==> config.mk <==
export PLATFORM = sky130hd
export DESIGN_NAME = branch_predictor
export DESIGN_NICKNAME = d
export VERILOG_FILES = /design/src/rtl/bp_pkg.sv /design/src/rtl/bp_sat_ctr.sv /design/src/rtl/branch_predictor.sv
export SDC_FILE = /design/constraint.sdc
export NUM_CORES = 1
export LEC_CHECK = 0
export BUFFER_PORTS_ARGS = -buffer_cell sky130_fd_sc_hd__buf_2
export CORE_MARGIN = 2
export CORE_UTILIZATION = 47
export DETAILED_ROUTE_END_ITERATION = 10
export PLACE_DENSITY_LB_ADDON = 0.3
export SLEW_MARGIN = 15
export SYNTH_ARGS = -nofsm -noshare
export SYNTH_HDL_FRONTEND = slang
export SYNTH_HIERARCHICAL = 1
export SYNTH_SLANG_ARGS = --single-unit
==> constraint.sdc <==
create_clock -name clk_i -period 4.6 [get_ports clk_i]
set_clock_uncertainty 0.15 [all_clocks]
set_input_delay 0.69 -clock clk_i [delete_from_list [all_inputs] [get_ports clk_i]]
set_output_delay 0.69 -clock clk_i [all_outputs]
set_load 0.02 [all_outputs]
==> src/rtl/bp_pkg.sv <==
// Shared definitions for the branch predictor: PC field positions, counter init values, entry layout.
package bp_pkg;

  localparam int PC_ALIGN_BITS = 2;
  localparam int DEF_TAG_W     = 8;
  localparam int DEF_PC_W      = 32;
  localparam int DEF_CNT_W     = 2;

  function automatic int idx_lsb();
    return PC_ALIGN_BITS;
  endfunction

  function automatic int tag_lsb(input int idx_w);
    return PC_ALIGN_BITS + idx_w;
  endfunction

  // Weakly-taken is the counter midpoint; weakly-not-taken sits just below it.
  function automatic int ctr_weak_t(input int cnt_w);
    return 1 << (cnt_w - 1);
  endfunction

  function automatic int ctr_weak_nt(input int cnt_w);
    return (1 << (cnt_w - 1)) - 1;
  endfunction

  typedef struct packed {
    logic                 valid;
    logic [DEF_TAG_W-1:0] tag;
    logic [DEF_PC_W-1:0]  target;
    logic [DEF_CNT_W-1:0] ctr;
  } bp_entry_t;

endpackage

==> src/rtl/bp_sat_ctr.sv <==
// Next-value logic for a saturating up/down direction counter.
module bp_sat_ctr #(
  parameter int CNT_W = 2
) (
  input  logic [CNT_W-1:0] ctr,
  input  logic             inc,
  output logic [CNT_W-1:0] ctr_nxt
);

  always_comb begin
    ctr_nxt = ctr;
    if (inc) begin
      if (ctr != '1) ctr_nxt = ctr + 1'b1;
    end else begin
      if (ctr != '0) ctr_nxt = ctr - 1'b1;
    end
  end

endmodule

==> src/rtl/branch_predictor.sv <==
// BTB plus per-entry saturating counters; zero-latency lookup, registered update.
// Optional statistics counters are built when BP_STATS_EN is defined.
module branch_predictor
  import bp_pkg::*;
#(
  parameter int ENTRIES = 16,
  parameter int TAG_W   = 8,
  parameter int CNT_W   = 2,
  parameter int PC_W    = 32
) (
  input  logic            clk_i,
  input  logic            start_i,
  input  logic            if_valid_i,
  input  logic [PC_W-1:0] if_pc_i,
  output logic            pred_hit_o,
  output logic            pred_taken_o,
  output logic [PC_W-1:0] pred_target_o,
  input  logic            upd_valid_i,
  input  logic [PC_W-1:0] upd_pc_i,
  input  logic            upd_taken_i,
  input  logic [PC_W-1:0] upd_target_i,
  input  logic            upd_mispred_i,
  input  logic            stat_clr_i,
  output logic [31:0]     stat_lookups_o,
  output logic [31:0]     stat_mispred_o
);

  localparam int IDX_W   = $clog2(ENTRIES);
  localparam int IDX_LSB = idx_lsb();
  localparam int TAG_LSB = tag_lsb(IDX_W);
  localparam logic [CNT_W-1:0] CTR_INIT_T  = CNT_W'(ctr_weak_t(CNT_W));
  localparam logic [CNT_W-1:0] CTR_INIT_NT = CNT_W'(ctr_weak_nt(CNT_W));

  // Same field layout as bp_entry_t, sized by this instance's parameters.
  typedef struct packed {
    logic             valid;
    logic [TAG_W-1:0] tag;
    logic [PC_W-1:0]  target;
    logic [CNT_W-1:0] ctr;
  } entry_t;

  entry_t table_q [ENTRIES];

  logic [IDX_W-1:0] if_idx;
  logic [TAG_W-1:0] if_tag;
  entry_t           if_entry;

  assign if_idx   = if_pc_i[IDX_LSB +: IDX_W];
  assign if_tag   = if_pc_i[TAG_LSB +: TAG_W];
  assign if_entry = table_q[if_idx];

  assign pred_hit_o    = if_valid_i & if_entry.valid & (if_entry.tag == if_tag);
  assign pred_taken_o  = pred_hit_o & if_entry.ctr[CNT_W-1];
  assign pred_target_o = pred_taken_o ? if_entry.target : if_pc_i + PC_W'(4);

  logic [IDX_W-1:0] upd_idx;
  logic [TAG_W-1:0] upd_tag;
  entry_t           upd_entry;
  logic             upd_hit;
  logic [CNT_W-1:0] upd_ctr_nxt;

  assign upd_idx   = upd_pc_i[IDX_LSB +: IDX_W];
  assign upd_tag   = upd_pc_i[TAG_LSB +: TAG_W];
  assign upd_entry = table_q[upd_idx];
  assign upd_hit   = upd_entry.valid & (upd_entry.tag == upd_tag);

  bp_sat_ctr #(.CNT_W(CNT_W)) u_upd_ctr (
    .ctr     (upd_entry.ctr),
    .inc     (upd_taken_i),
    .ctr_nxt (upd_ctr_nxt)
  );

  // A hit trains the existing entry; a taken miss replaces whatever lives at that index.
  always_ff @(posedge clk_i or negedge start_i) begin
    if (!start_i) begin
      for (int i = 0; i < ENTRIES; i++) begin
        table_q[i] <= '{valid: 1'b0, tag: '0, target: '0, ctr: CTR_INIT_NT};
      end
    end else if (upd_valid_i) begin
      if (upd_hit) begin
        table_q[upd_idx].ctr <= upd_ctr_nxt;
        if (upd_taken_i) table_q[upd_idx].target <= upd_target_i;
      end else if (upd_taken_i) begin
        table_q[upd_idx] <= '{valid: 1'b1, tag: upd_tag, target: upd_target_i, ctr: CTR_INIT_T};
      end
    end
  end

  logic unused_pc;
  assign unused_pc = ^{if_pc_i, upd_pc_i};

`ifdef BP_STATS_EN
  logic [31:0] lookups_q;
  logic [31:0] mispred_q;

  // Clear wins over counting; both counters stick at all-ones.
  always_ff @(posedge clk_i or negedge start_i) begin
    if (!start_i) begin
      lookups_q <= '0;
      mispred_q <= '0;
    end else if (stat_clr_i) begin
      lookups_q <= '0;
      mispred_q <= '0;
    end else begin
      if (if_valid_i && (lookups_q != '1)) lookups_q <= lookups_q + 32'd1;
      if (upd_valid_i && upd_mispred_i && (mispred_q != '1)) mispred_q <= mispred_q + 32'd1;
    end
  end

  assign stat_lookups_o = lookups_q;
  assign stat_mispred_o = mispred_q;
`else
  logic unused_stat;
  assign unused_stat    = ^{stat_clr_i, upd_mispred_i};
  assign stat_lookups_o = '0;
  assign stat_mispred_o = '0;
`endif

endmodule

==> flow_summary.ini <==
[routing]
dr_total_vias = 21500
viasPerCell = 6.02
drt_pre_antenna_iters = 7
route.detailed.drc = 0
final_antenna_net_count = 0
routed_wl_um = 92500
wire_per_inst_um = 25.9
first_iter_violations = 2068

[sta]
tns_ns = 0
setup_violations = 0
finalHoldViolCount = 0
rsz0062_at_grt = yes
drv_slew = 0
period_needed_ns = 4.58
tightest_slew_ns = 0.901
setup_slack_ns = 0.0228
fmax_ghz = 0.218
fin_crit_sh_pct = 99.5
maxSlewHeadroom_pct = 39.9

[setup_path]
worst_path_max_delay_cell = mux4_2
cp_slowest_stage_delay_ns = 0.48
critPathArrivalTime_ns = 3.74
cp-start-kind = register
crit_top_cell = mux2i_2
worstSetupPathType = register to output pin
crit_chain = mux4_2 -> mux2i_2 -> mux2i_2 -> xnor2_1 -> o221ai_1 -> or4_4 -> nor4_4 -> buf_6 -> buf_12 -> mux2_2 -> buf_2
crit_path_max_fanout = 12
crit_required_ns = 3.76
cp-end-kind = output pin

[die]
die_x_um = 274
initial_utilization_pct = 47.7
fp.dieH_um = 274
coreArea_mm2 = 0.0717
dieArea_mm2 = 0.0750
num_rows = 98
io_pins = 201

[logic_synthesis]
yosys.area_share.simple_pct = 6.58
synthMuxAreaShare_pct = 35.9
syn_area_mm2 = 0.0342
synth-compound-area-share_pct = 1.89
netlist_instances = 2489
ys_dominant_reg_cell = dfrtp_1
yosysWarnings = 6
synth.ff_latch_count = 688
ys_seq_area_share_pct = 50.4
yosys.cell_types.count = 51
synth_async_sr_flop_share_pct = 100
syn_avg_cell_area_um2 = 13.7
synth-edff-count = 0
synth-xor-area-share_pct = 1.18
synth_top_family_by_area = multiplexers
synthAdderAreaFrac_pct = 0.102

[clock_tree]
insertion_delay_ns = 0.63
h-tree-depth = 3
ctsLongestPathBuffers = 3
cts_made_buffers = 75
cts_tree = done
cts-root-buf = clkbuf_16
path_clk_slew_ns = 0.06
clock-sinks = 688

[outcome]
run_status = completed

[placement]
port-buffer-count = 114
gp_congestion = 0.866
place_ws_ns = -0.0801
dp_hpwl_um = 55800

[power]
powerDensity_mw_per_mm2 = 439
leakagePower_uw = 0.0171
power_uw = 16900
irDropWorstVdd_uv = 394

[global_routing]
grtUsageTotal_pct = 25.0
grt_pass1_vias = 22600
grt_max_degree = 137
grt-ovfl-total = 0
grt_pass1_wl_um = 141000
antenna_found_initial = 7

[worst_hold_path]
hold_path_class = input port to register

[finish]
regMostFlops = table_q
area_growth_syn_to_layout_pct = 12.5
drive_gt1_share_pct = 45.1
final_nets = 2671
finalCoreUtilization_pct = 53.7
largest_reg_flops = 688
nFillCells = 5865
top_regs = table_q x688

[job]
cap_violations = 0
-- cells in the final DEF, fill, tap and decap left out, types with 10 or more instances in the layout --
cell	synthesis	layout
nand2_2	13	13
nand3_1	27	23
mux4_2	229	230
clkinv_2	0	16
o21ai_0	26	26
clkbuf_8	0	11
o311ai_0	12	12
nand2b_1	22	22
buf_2	28	99
xnor2_1	36	36
mux2_4	0	10
conb_1	1	64
buf_4	72	64
mux2_2	583	573
nor2_1	50	35
buf_6	5	15
xor2_1	10	10
dfrtp_1	672	672
dfstp_2	16	16
clkbuf_16	0	77
mux2i_1	48	45
nor2_4	0	15
nor2b_1	13	13
inv_1	12	12
nor3_1	16	16
clkbuf_1	130	20
nand2_1	349	349
buf_12	0	15
-- critical path, delay by kind of cell, from the launching register on --
kind	cells	cell delay [ns]
xor gates and xnor gates	1	0.20
muxes	4	1.15
buffers and inverters	3	0.54
and+or+nand+nor	2	0.62
AOI/OAI and AO/OA	1	0.17
DFF	1	0.40
-- cells by family after synthesis --
group	after synthesis
buffers and inverters	273
multiplexers	863
adder cells (fa/ha/maj)	3
AO/OA/AOI/OAI	93
AND/OR/NAND/NOR	522
XOR/XNOR	46
other	1
flip-flops	688
-- path summary, 6_finish.rpt --
kind / from / endpoint / slack [ns] / cells after the start
max: table_q[466] / pred_target_o[31] / 0.02 / 11
min: upd_target_i[29] / table_q[676] / 0.27 / 3
max reg2reg: table_q[555] / table_q[641] / 1.15 / 8
min in group asynchronous: start_i / table_q[544] / 0.52 / 2
min reg2reg: table_q[312] / table_q[312] / 0.33 / 2
max in group asynchronous: start_i / table_q[81] / 2.55 / 3
-- report_power, final --
group          total (µW)  switching (µW)  leakage, µW  internal [µW]
Combinational        3020            1280      0.00712           1740
Clock                6040            2510      0.00121           3530
Sequential           7870             654      0.00873           7210
Total               16900            4440       0.0171          12500
-- per-stage QoR --
stage | std cells | cell area, µm² | hold WS [ns]
2_1_floorplan | 2552 | 34400 | 0.244
6_report | 3578 | 38500 | 0.267
5_1_grt | 3578 | 38500 | 0.264
3_3_place_gp | 3435 | 35900 | 0.303
4_1_cts | 3574 | 38300 | 0.234
3_5_place_dp | 3435 | 35900 | 0.310
-- synth_stat cells, types with 10 or more instances --
cell	number	area, µm²
inv_1	12	45.0
mux2i_1	48	480
nand2_2	13	81.3
buf_4	72	541
nor3_1	16	80.1
nand3_1	27	135
nor2_1	50	188
nand2b_1	22	138
dfstp_2	16	420
o21ai_0	26	130
nand2_1	349	1310
dfrtp_1	672	16800
buf_2	28	140
nor2b_1	13	81.3
clkbuf_1	130	488
xnor2_1	36	315
mux2_2	583	6570
buf_1	26	97.6
mux4_2	229	5160
o311ai_0	12	105
xor2_1	10	87.6
-- layout make-up --
cell class	count	area, µm²	area share (%)
Inverter	12	45.0	0.117
Timing Repair Buffer	199	1550	4.03
Sequential cell	688	17200	44.8
Tap cell	950	1190	3.09
Clock inverter	30	325	0.845
Multi-Input combinational cell	1591	16000	41.6
Antenna cell	1	2.50	0.00650
Clock buffer	107	2130	5.53
-- per-layer routing --
metal | wire length [µm] | part of all wire [%] | global-route usage, %
met1 | 38700 | 42 | 33.9
met2 | 45300 | 49 | 40.7
met3 | 5240 | 5.7 | 4.69
met4 | 3240 | 3.5 | 8.66
met5 | 73 | 0.079 | 0
-- what timing repair did --
item,4_1_cts,5_1_grt
endpoints found under the setup margin,32,32
pin swaps,1,0
gates resized for setup,4,35
cloned,0,2
buffers inserted,1,1
endpoints found under the hold margin,58,0
hold buffers,1,0
No activity file was read; power rests on OpenSTA's default activity.
